`config.mk`:
```
export PLATFORM = sky130hd
export DESIGN_NAME = uart_rx_ctrl
export DESIGN_NICKNAME = d
export VERILOG_FILES = /design/src/rtl/uart_pkg.sv /design/src/rtl/uart_rx_fifo.sv /design/src/rtl/uart_rx_ctrl.sv
export SDC_FILE = /design/constraint.sdc
export NUM_CORES = 1
export LEC_CHECK = 0
export CORE_MARGIN = 4
export CORE_UTILIZATION = 55
export CTS_CLUSTER_DIAMETER = 200
export DETAILED_ROUTE_END_ITERATION = 8
export PLACE_DENSITY = 0.93
export REMOVE_ABC_BUFFERS = 1
export SLEW_MARGIN = 40
export SYNTH_ARGS = -nofsm -noshare
export SYNTH_HDL_FRONTEND = slang
export SYNTH_HIERARCHICAL = 1
export SYNTH_SLANG_ARGS = --single-unit
export TNS_END_PERCENT = 100
```
`constraint.sdc`:
```
create_clock -name CLK -period 5.3 [get_ports CLK]
set_clock_uncertainty 0.15 [all_clocks]
set_input_delay 1.06 -clock CLK [delete_from_list [all_inputs] [get_ports CLK]]
set_output_delay 1.06 -clock CLK [all_outputs]
set_load 0.01 [all_outputs]
```
`src/rtl/uart_pkg.sv`:
```
// Shared types and constants for the UART RX control wrapper.
package uart_pkg;

  typedef enum logic [1:0] {
    RUN       = 2'd0,
    WAIT_IDLE = 2'd1,
    APPLY     = 2'd2,
    SETTLE    = 2'd3
  } ctrl_state_t;

  localparam logic [5:0] PRESCALE_8  = 6'd8;
  localparam logic [5:0] PRESCALE_16 = 6'd16;
  localparam logic [5:0] PRESCALE_32 = 6'd32;

  localparam logic [5:0] PRESCALE_RST = PRESCALE_8;
  localparam logic       PAR_EN_RST   = 1'b1;
  localparam logic       PAR_TYP_RST  = 1'b0;

  function automatic logic prescale_legal(input logic [5:0] p);
    return (p == PRESCALE_8) || (p == PRESCALE_16) || (p == PRESCALE_32);
  endfunction

endpackage

```
`src/rtl/uart_rx_fifo.sv`:
```
// Synchronous FIFO for received bytes; registered level, combinational head read.
// Push on a full FIFO is dropped unless a pop happens in the same cycle.
module uart_rx_fifo #(
  parameter int DEPTH = 4,
  parameter int WIDTH = 8,
  parameter int LVL_W = $clog2(DEPTH + 1)
) (
  input  logic             clk,
  input  logic             rst_n,
  input  logic             push,
  input  logic [WIDTH-1:0] push_data,
  input  logic             pop,
  output logic [WIDTH-1:0] pop_data,
  output logic             full,
  output logic             empty,
  output logic [LVL_W-1:0] level,
  output logic             drop
);

  localparam int AW = (DEPTH > 1) ? $clog2(DEPTH) : 1;

  logic [WIDTH-1:0] mem [DEPTH];
  logic [AW-1:0]    wr_ptr;
  logic [AW-1:0]    rd_ptr;
  logic             push_ok;
  logic             pop_ok;

  assign full     = (level == LVL_W'(DEPTH));
  assign empty    = (level == '0);
  assign pop_ok   = pop && !empty;
  // A full FIFO still accepts a push when the head leaves in the same cycle.
  assign push_ok  = push && (!full || pop_ok);
  assign drop     = push && full && !pop_ok;
  assign pop_data = empty ? '0 : mem[rd_ptr];

  always_ff @(posedge clk) begin
    if (push_ok) mem[wr_ptr] <= push_data;
  end

  always_ff @(posedge clk or negedge rst_n) begin
    if (!rst_n) begin
      wr_ptr <= '0;
      rd_ptr <= '0;
      level  <= '0;
    end else begin
      if (push_ok) wr_ptr <= wr_ptr + AW'(1);
      if (pop_ok)  rd_ptr <= rd_ptr + AW'(1);
      case ({push_ok, pop_ok})
        2'b10:   level <= level + LVL_W'(1);
        2'b01:   level <= level - LVL_W'(1);
        default: level <= level;
      endcase
    end
  end

endmodule

```
`src/rtl/uart_rx_ctrl.sv`:
```
// UART RX control wrapper: frame-safe config updates, received-byte FIFO,
// saturating parity/stop error counters and a sticky overrun flag.
module uart_rx_ctrl
  import uart_pkg::*;
#(
  parameter int FIFO_DEPTH = 4,
  parameter int DATA_WIDTH = 8,
  parameter int CNT_WIDTH  = 8,
  parameter int LVL_W      = $clog2(FIFO_DEPTH + 1)
) (
  input  logic                  CLK,
  input  logic                  RST,
  input  logic                  cfg_wr,
  input  logic [5:0]            cfg_prescale,
  input  logic                  cfg_par_en,
  input  logic                  cfg_par_typ,
  output logic                  cfg_busy,
  output logic                  cfg_err,
  input  logic                  rx_busy,
  input  logic [DATA_WIDTH-1:0] rx_data,
  input  logic                  rx_data_valid,
  input  logic                  rx_par_err,
  input  logic                  rx_stp_err,
  output logic                  rx_enable,
  output logic [5:0]            Prescale,
  output logic                  PAR_EN,
  output logic                  PAR_TYP,
  output logic [DATA_WIDTH-1:0] out_data,
  output logic                  out_valid,
  input  logic                  out_ready,
  output logic [LVL_W-1:0]      fifo_level,
  output logic                  overrun,
  output logic [CNT_WIDTH-1:0]  par_err_cnt,
  output logic [CNT_WIDTH-1:0]  stp_err_cnt,
  input  logic                  err_clr
);

  ctrl_state_t state, state_nxt;

  logic [5:0] sh_prescale;
  logic       sh_par_en;
  logic       sh_par_typ;
  logic       cfg_accept;
  logic       cfg_reject;
  logic       fifo_empty;
  logic       fifo_full;
  logic       fifo_drop;

  assign cfg_accept = (state == RUN) && cfg_wr && prescale_legal(cfg_prescale);
  assign cfg_reject = (state == RUN) && cfg_wr && !prescale_legal(cfg_prescale);

  always_ff @(posedge CLK or negedge RST) begin
    if (!RST) state <= RUN;
    else      state <= state_nxt;
  end

  always_comb begin
    state_nxt = state;
    case (state)
      RUN:       if (cfg_accept) state_nxt = WAIT_IDLE;
      WAIT_IDLE: if (!rx_busy)   state_nxt = APPLY;
      APPLY:     state_nxt = SETTLE;
      SETTLE:    state_nxt = RUN;
      default:   state_nxt = RUN;
    endcase
  end

  // While waiting, enable simply follows rx_busy so an idle core cannot start a new frame.
  always_comb begin
    rx_enable = 1'b1;
    cfg_busy  = 1'b0;
    case (state)
      RUN:       begin rx_enable = 1'b1;    cfg_busy = 1'b0; end
      WAIT_IDLE: begin rx_enable = rx_busy; cfg_busy = 1'b1; end
      APPLY:     begin rx_enable = 1'b0;    cfg_busy = 1'b1; end
      SETTLE:    begin rx_enable = 1'b0;    cfg_busy = 1'b1; end
      default:   begin rx_enable = 1'b0;    cfg_busy = 1'b1; end
    endcase
  end

  always_ff @(posedge CLK or negedge RST) begin
    if (!RST) begin
      sh_prescale <= PRESCALE_RST;
      sh_par_en   <= PAR_EN_RST;
      sh_par_typ  <= PAR_TYP_RST;
      Prescale    <= PRESCALE_RST;
      PAR_EN      <= PAR_EN_RST;
      PAR_TYP     <= PAR_TYP_RST;
      cfg_err     <= 1'b0;
    end else begin
      cfg_err <= cfg_reject;
      if (cfg_accept) begin
        sh_prescale <= cfg_prescale;
        sh_par_en   <= cfg_par_en;
        sh_par_typ  <= cfg_par_typ;
      end
      if (state == APPLY) begin
        Prescale <= sh_prescale;
        PAR_EN   <= sh_par_en;
        PAR_TYP  <= sh_par_typ;
      end
    end
  end

  uart_rx_fifo #(
    .DEPTH (FIFO_DEPTH),
    .WIDTH (DATA_WIDTH),
    .LVL_W (LVL_W)
  ) u_fifo (
    .clk       (CLK),
    .rst_n     (RST),
    .push      (rx_data_valid),
    .push_data (rx_data),
    .pop       (out_valid && out_ready),
    .pop_data  (out_data),
    .full      (fifo_full),
    .empty     (fifo_empty),
    .level     (fifo_level),
    .drop      (fifo_drop)
  );

  assign out_valid = !fifo_empty;

  // err_clr takes priority over any same-cycle increment or drop.
  always_ff @(posedge CLK or negedge RST) begin
    if (!RST) begin
      par_err_cnt <= '0;
      stp_err_cnt <= '0;
      overrun     <= 1'b0;
    end else if (err_clr) begin
      par_err_cnt <= '0;
      stp_err_cnt <= '0;
      overrun     <= 1'b0;
    end else begin
      if (rx_par_err && (par_err_cnt != '1)) par_err_cnt <= par_err_cnt + CNT_WIDTH'(1);
      if (rx_stp_err && (stp_err_cnt != '1)) stp_err_cnt <= stp_err_cnt + CNT_WIDTH'(1);
      if (fifo_drop) overrun <= 1'b1;
    end
  end

endmodule

```
==> out/qor.csv, run 1 <==
stage,metric,value,unit
status,status,"finished, final reports clean",
placed_design,dp_hpwl,4410,um
power_and_ir_drop,ir_drop,318,uV
routing,routed_wirelength,6350,um
finish,final_nets,341,
routing,wl_per_cell,16.5,um
power_and_ir_drop,clockPowerShare,0.238,
setup_path,r2r_end,u_fifo/level[2]$_DFFE_PN0P_,
placed_design,dp_slack,1.89,ns
sta,fmax,0.287,GHz
floorplanning,die_x,86.3,um
finish,fin_area,4270,um^2
routing,via_count,2101,
grt,grt_max_degree,44,
grt,first_global_vias,2177,
setup_path,rrSetupSlack,2.41,ns
finish,regArea,2040,um^2
setup_path,crit_fanout,10,
finish,layout_common_cells,"63 x clkdlybuf4s50_1, 39 x dfrtp_1, 32 x edfxtp_1",
placed_design,place_area,4060,um^2
sta,relSlewSlack,0.566,
finish,postLayoutCoreUtil,0.722,
min_path,min_delay_path_depth,1,
setup_path,crit_path_top_delay_cell,dfrtp_1,
power_and_ir_drop,combPwrFrac,0.339,
sta,setup_viol,0,
sta,finalCriticalPeriod,3.49,ns
setup_path,reg2reg_from,u_fifo/level[0]$_DFFE_PN0P_,
placed_design,gp_congestion,0.839,
clock_network,clk_pin_slew,0.07,ns
grt,antenna_found_initial,0,
power_and_ir_drop,intPower,1.39,mW
setup_path,worstPathRequired,4.09,ns
clock_network,cts.repair.resized,0,
sta,rsz0062_at_grt,no,
finish,antenna_cells,0,
power_and_ir_drop,power.leakage,1.73,nW
clock_network,htree_levels,3,
floorplanning,fp.dieH,86.3,um
floorplanning,start_util,0.569,
floorplanning,coreArea,5920,um^2
floorplanning,ios,65,
setup_path,r2r.worst_path.cells,11,
finish,layout.cells.non_filler,384,
min_path,hp-class,reg2reg,
setup_path,arrival,2.28,ns
finish,syn2layout_area_growth,26.8,%
power_and_ir_drop,p_total,1.96,mW
grt,grt_pass1_wl,10800,um
routing,drc,0,
clock_network,cts_buffers,9,
placed_design,port_buffers,64,
grt,grt_remaining_overflow,0,
synthesis,syn_avg_cell_area,14.2,um^2
synthesis,synth_cells,238,
setup_path,path_class,reg2out,
clock_network,cts_tree,yes,
sta,fin_ws,1.81,ns
finish,multiInputGateArea,1240,um^2
sta,hold_viol,0,
clock_network,postCtsSetupBuffers,0,
setup_path,end_kind,output pin,
routing,drtIter0Drc,86,
clock_network,hold_buffers,0,
clock_network,cts_buffer_depth,2,
synthesis,yosysWarnings,6,
finish,fill_cells,395,
setup_path,cp_cell_sequence,mux4_2 -> and2_1 -> clkdlybuf4s50_1,
floorplanning,die-area,7440,um^2
routing,dr.pass1.iters,4,
clock_network,clkSinkCount,75,
run,cap_viol_max_count,0,
routing,vias_per_cell,5.47,
sta,tns,0,ns
power_and_ir_drop,cellPowerDensity,459,nW/um^2
sta,hold_ws,0.339,ns
clock_network,clock_latency,0.35,ns
finish,drive_above_1_share,0.165,
power_and_ir_drop,p_sw,0.569,mW
placed_design,dp.cells,368,
power_and_ir_drop,p_seq_frac,0.423,
sta,worst_pin_slew,0.649,ns
synthesis,netlist_area,3370,um^2
setup_path,max_stage_delay,0.71,ns
floorplanning,rows,28,
finish,layout_commonest_cell,clkdlybuf4s50_1,
min_path,hold_end,sh_prescale[0]$_DFFE_PN0P_,
power_and_ir_drop,p_sw_frac,0.290,
sta,min_period_over_period,0.658,
clock_network,cts-root-buf,clkbuf_8,
min_path,holdCritStartpoint,sh_prescale[0]$_DFFE_PN0P_,
sta,slew_viol_final,0,
setup_path,critPathLaunchType,flop,
grt,grt.total_usage,0.189,
routing,ant_nets,0,
## critical path: cells and delay by family (launching register included)
family | cells | cell delay (ns)
buf+inv | 1 | 0.47
mux | 1 | 0.58
flops | 1 | 0.71
simple gates | 1 | 0.17
## cell type report
| cell class | instances | area share |
|---|---|---|
| multi-input combinational | 143 | 0.291 |
| clock inverter | 7 | 0.0217 |
| timing repair buffer | 64 | 0.149 |
| sequential | 75 | 0.478 |
| inverter | 11 | 0.00966 |
| clock buffer | 9 | 0.0290 |
| tap | 75 | 0.0220 |
## per-layer routing
metal,vias to the layer above,wire [um],GRT usage,share of wire
li1,992,-,-,-
met1,1034,2670,0.240,0.42
met2,61,3180,0.305,0.50
met3,14,350,0.0504,0.055
met4,0,153,0.0864,0.024
met5,-,0,0,0
## power by group through the flow
stage,Combinational [mW],Clock [mW],Sequential (mW)
final,0.665,0.468,0.830
after global routing,0.723,0.505,0.853
after CTS,0.677,0.480,0.835
after detailed placement,0.672,0,0.844
after global placement,0.646,0,0.835
after floorplan,0.388,0,0.830
## flip-flops by register name, summed over array words and instances, names as in the netlist
name           cells
state              2
sh_par_typ         1
PAR_TYP            1
stp_err_cnt        8
sh_par_en          1
u_fifo/level       3
cfg_err            1
overrun            1
u_fifo/rd_ptr      2
par_err_cnt        8
Prescale           6
sh_prescale        6
PAR_EN             1
u_fifo/wr_ptr      2
u_fifo/mem        32
## how the worst max path moves through the flow
stage	slack [ns]	end	startpoint	cells after the start
after CTS	1.75	out_data[6]	u_fifo/rd_ptr[0]$_DFFE_PN0P_	3
after detailed placement	1.89	u_fifo/level[2]$_DFFE_PN0P_	out_ready	9
after global placement	1.92	rx_enable	rx_busy	3
after global routing	1.66	out_data[1]	u_fifo/rd_ptr[0]$_DFFE_PN0P_	3
final	1.81	out_data[2]	u_fifo/rd_ptr[0]$_DFFE_PN0P_	3
after floorplan	2.62	u_fifo/level[2]$_DFFE_PN0P_	out_ready	9
No activity file was read; power rests on OpenSTA's default activity.
==> inputs of run 2 (changes only) <==
--- a/config.mk
+++ b/config.mk
@@ -6,10 +6,10 @@
 export NUM_CORES = 1
 export LEC_CHECK = 0
 export CORE_MARGIN = 4
-export CORE_UTILIZATION = 55
+export CORE_UTILIZATION = 47
 export CTS_CLUSTER_DIAMETER = 200
 export DETAILED_ROUTE_END_ITERATION = 8
-export PLACE_DENSITY = 0.93
+export PLACE_DENSITY = 0.85
 export REMOVE_ABC_BUFFERS = 1
 export SLEW_MARGIN = 40
 export SYNTH_ARGS = -nofsm -noshare
==> constraint.sdc (replaced) <==
create_clock -name CLK -period 3.1 [get_ports CLK]
set_clock_uncertainty 0.15 [all_clocks]
set_input_delay 0.62 -clock CLK [delete_from_list [all_inputs] [get_ports CLK]]
set_output_delay 0.62 -clock CLK [all_outputs]
set_load 0.01 [all_outputs]
==> run 2 against run 1 <==
Count of clock-buffer cells in the layout is 3 higher; combinational power is 77% higher; critical endpoint is now out_data[6]; register-to-register slack worse by 2.1 ns; final area is 0.67% higher.
==> out/qor.csv, run 2 (synthesized netlist as in run 1, its figures left out) <==
stage,metric,value,unit,change
sta,relSlewSlack,0.553,,was 0.566
finish,largest_register_ffs,32,,unchanged
setup_path,crit_family,buffers and inverters,,was flip-flops
sta,slew_viol_final,0,,unchanged
sta,fin_ws,0.272,ns,was 1.81 ns
min_path,hp-class,in2async,,was reg2reg
clock_network,hold_buffers,0,,unchanged
finish,layout_commonest_cell,clkdlybuf4s50_1,,unchanged
setup_path,worstPathRequired,2.33,ns,was 4.09 ns
placed_design,gp_congestion,0.824,,was 0.839
setup_path,max_stage_delay,0.54,ns,was 0.71 ns
finish,top_regs,"u_fifo/mem x32, par_err_cnt x8, stp_err_cnt x8",,unchanged
setup_path,path_buf_inv,2,,was 1
placed_design,place_area,4090,um^2,was 4060 um^2
power_and_ir_drop,ir_drop,436,uV,was 318 uV
power_and_ir_drop,p_sw,0.964,mW,was 0.569 mW
finish,fill_cells,531,,was 395
clock_network,postCtsSetupBuffers,0,,unchanged
sta,rsz0062_at_grt,no,,unchanged
power_and_ir_drop,cellPowerDensity,782,nW/um^2,was 459 nW/um^2
power_and_ir_drop,p_seq_frac,0.412,,was 0.423
finish,multiInputGateArea,1240,um^2,unchanged
clock_network,cts-root-buf,clkbuf_8,,unchanged
finish,fin_area,4300,um^2,was 4270 um^2
routing,drtIter0Drc,31,,was 86
routing,vias_per_cell,5.26,,was 5.47
sta,finalCriticalPeriod,2.83,ns,
finish,syn2layout_area_growth,27.7,%,was 26.8%
floorplanning,fp.dieH,92.7,um,was 86.3 um
grt,grt_max_degree,44,,unchanged
run,cap_viol_max_count,0,,unchanged
finish,postLayoutCoreUtil,0.626,,was 0.722
setup_path,crit_fanout,10,,unchanged
floorplanning,rows,30,,was 28
power_and_ir_drop,clockPowerShare,0.237,,was 0.238
finish,layout_common_cells,"63 x clkdlybuf4s50_1, 39 x dfrtp_1, 32 x edfxtp_1",,unchanged
routing,routed_wirelength,6280,um,was 6350 um
clock_network,clkSinkCount,75,,unchanged
clock_network,clk_pin_slew,0.07,ns,about the same
floorplanning,start_util,0.491,,was 0.569
setup_path,cp_cell_sequence,buf_4 -> mux4_2 -> and2_1 -> clkdlybuf4s50_1,,was mux4_2 -> and2_1 -> clkdlybuf4s50_1
sta,min_period_over_period,0.912,,
power_and_ir_drop,p_sw_frac,0.286,,was 0.290
clock_network,clock_latency,0.33,ns,was 0.35 ns
setup_path,crit_path_top_delay_cell,mux4_2,,was dfrtp_1
power_and_ir_drop,power.leakage,1.73,nW,about the same
grt,first_global_vias,2193,,"was 2,177"
floorplanning,die-area,8590,um^2,was 7440 um^2
placed_design,port_buffers,64,,unchanged
setup_path,arrival,2.06,ns,was 2.28 ns
placed_design,dp.cells,390,,was 368
sta,worst_pin_slew,0.669,ns,was 0.649 ns
finish,regArea,2040,um^2,unchanged
routing,ant_nets,0,,unchanged
grt,antenna_found_initial,0,,unchanged
finish,regMostFlops,u_fifo/mem,,unchanged
setup_path,path_class,reg2out,,unchanged
routing,via_count,2137,,"was 2,101"
clock_network,cts_tree,yes,,unchanged
finish,antenna_cells,0,,unchanged
sta,hold_viol,0,,unchanged
setup_path,critPathLaunchType,flop,,unchanged
floorplanning,die_x,92.7,um,was 86.3 um
grt,grt.total_usage,0.156,,was 0.189
clock_network,cts.repair.resized,0,,unchanged
clock_network,cts_buffers,9,,unchanged
power_and_ir_drop,intPower,2.40,mW,was 1.39 mW
sta,fmax,0.354,GHz,
grt,grt_pass1_wl,10700,um,"was 10,800 um"
routing,wl_per_cell,15.5,um,was 16.5 um
status,status,"finished, final reports clean",,unchanged
floorplanning,coreArea,6870,um^2,was 5920 um^2
finish,drive_above_1_share,0.165,,about the same
grt,grt_remaining_overflow,0,,unchanged
power_and_ir_drop,combPwrFrac,0.351,,was 0.339
clock_network,cts_buffer_depth,2,,unchanged
routing,dr.pass1.iters,4,,unchanged
setup_path,end_kind,output pin,,unchanged
routing,drc,0,,unchanged
finish,layout.cells.non_filler,406,,was 384
floorplanning,ios,65,,unchanged
placed_design,dp_slack,0.229,ns,was 1.89 ns
placed_design,dp_hpwl,4420,um,was 4410 um
clock_network,htree_levels,3,,unchanged
finish,final_nets,342,,was 341
sta,tns,0,ns,unchanged
sta,setup_viol,0,,unchanged
==> run 2: cell types whose count changed in the layout (fill, tap and decap cells not counted), sizes merged <==
| cell | previous run | this run |
|---|---|---|
| clkinv | 4 | 1 |
| buf | 1 | 2 |
| clkbuf | 9 | 12 |
==> run 2: final timing paths <==
check                                             startpoint                          end  slack, ns  depth (start not counted)
worst min register to register           overrun$_DFFE_PN0P_          overrun$_DFFE_PN0P_       0.34                          2
worst max-delay path            u_fifo/rd_ptr[0]$_DFFE_PN0P_                  out_data[6]       0.27                          4
worst min-delay path                                     RST       sh_par_typ$_DFFE_PN0P_       0.12                          1
max in group asynchronous                                RST           PAR_EN$_DFFE_PN1P_       2.30                          1
worst max register to register   u_fifo/level[0]$_DFFE_PN0P_  u_fifo/level[2]$_DFFE_PN0P_       0.27                         11
min in group CLK                         overrun$_DFFE_PN0P_          overrun$_DFFE_PN0P_       0.34                          2
==> run 2: final cells by class <==
| type | instances | share of cell area |
|---|---|---|
| sequential | 75 | 0.475 |
| multi-input combinational | 143 | 0.289 |
| timing repair buffer | 65 | 0.150 |
| clock buffer | 12 | 0.0314 |
| tap | 96 | 0.0279 |
| clock inverter | 4 | 0.0177 |
| inverter | 11 | 0.00960 |
==> run 2: worst reg2reg max path, cell delays in order, from the launching register on <==
cell and delay (ns):
dfrtp_1 0.43, or3_2 0.60, inv_1 0.11, nor2b_1 0.09
o21a_4 0.25, inv_1 0.06, ha_1 0.19, inv_1 0.07
fa_1 0.37, xor2_1 0.15, nor2_1 0.11, xor2_1 0.16
==> run 2: power groups by stage <==
stage / Combinational, mW / Clock [mW] / Sequential, mW
after floorplan: 0.663 / 0 / 1.42
after global placement: 1.16 / 0 / 1.39
after detailed placement: 1.20 / 0 / 1.41
after CTS: 1.20 / 0.812 / 1.39
after global routing: 1.30 / 0.853 / 1.41
final: 1.18 / 0.798 / 1.39
==> run 2: metal layers <==
layer | GRT usage | share of wire
met1 | 0.206 | 0.44
met2 | 0.259 | 0.49
met3 | 0.0406 | 0.061
met4 | 0.0403 | 0.0086
met5 | 0 | 0
==> run 2: through the flow <==
stage / power (mW) / hold slack [ns]
6_report: 3.36 / 0.118
2_1_floorplan: 2.08 / 0.174
4_1_cts: 3.41 / 0.139
3_3_place_gp: 2.55 / 0.314
5_1_grt: 3.57 / 0.154
3_5_place_dp: 2.60 / 0.326
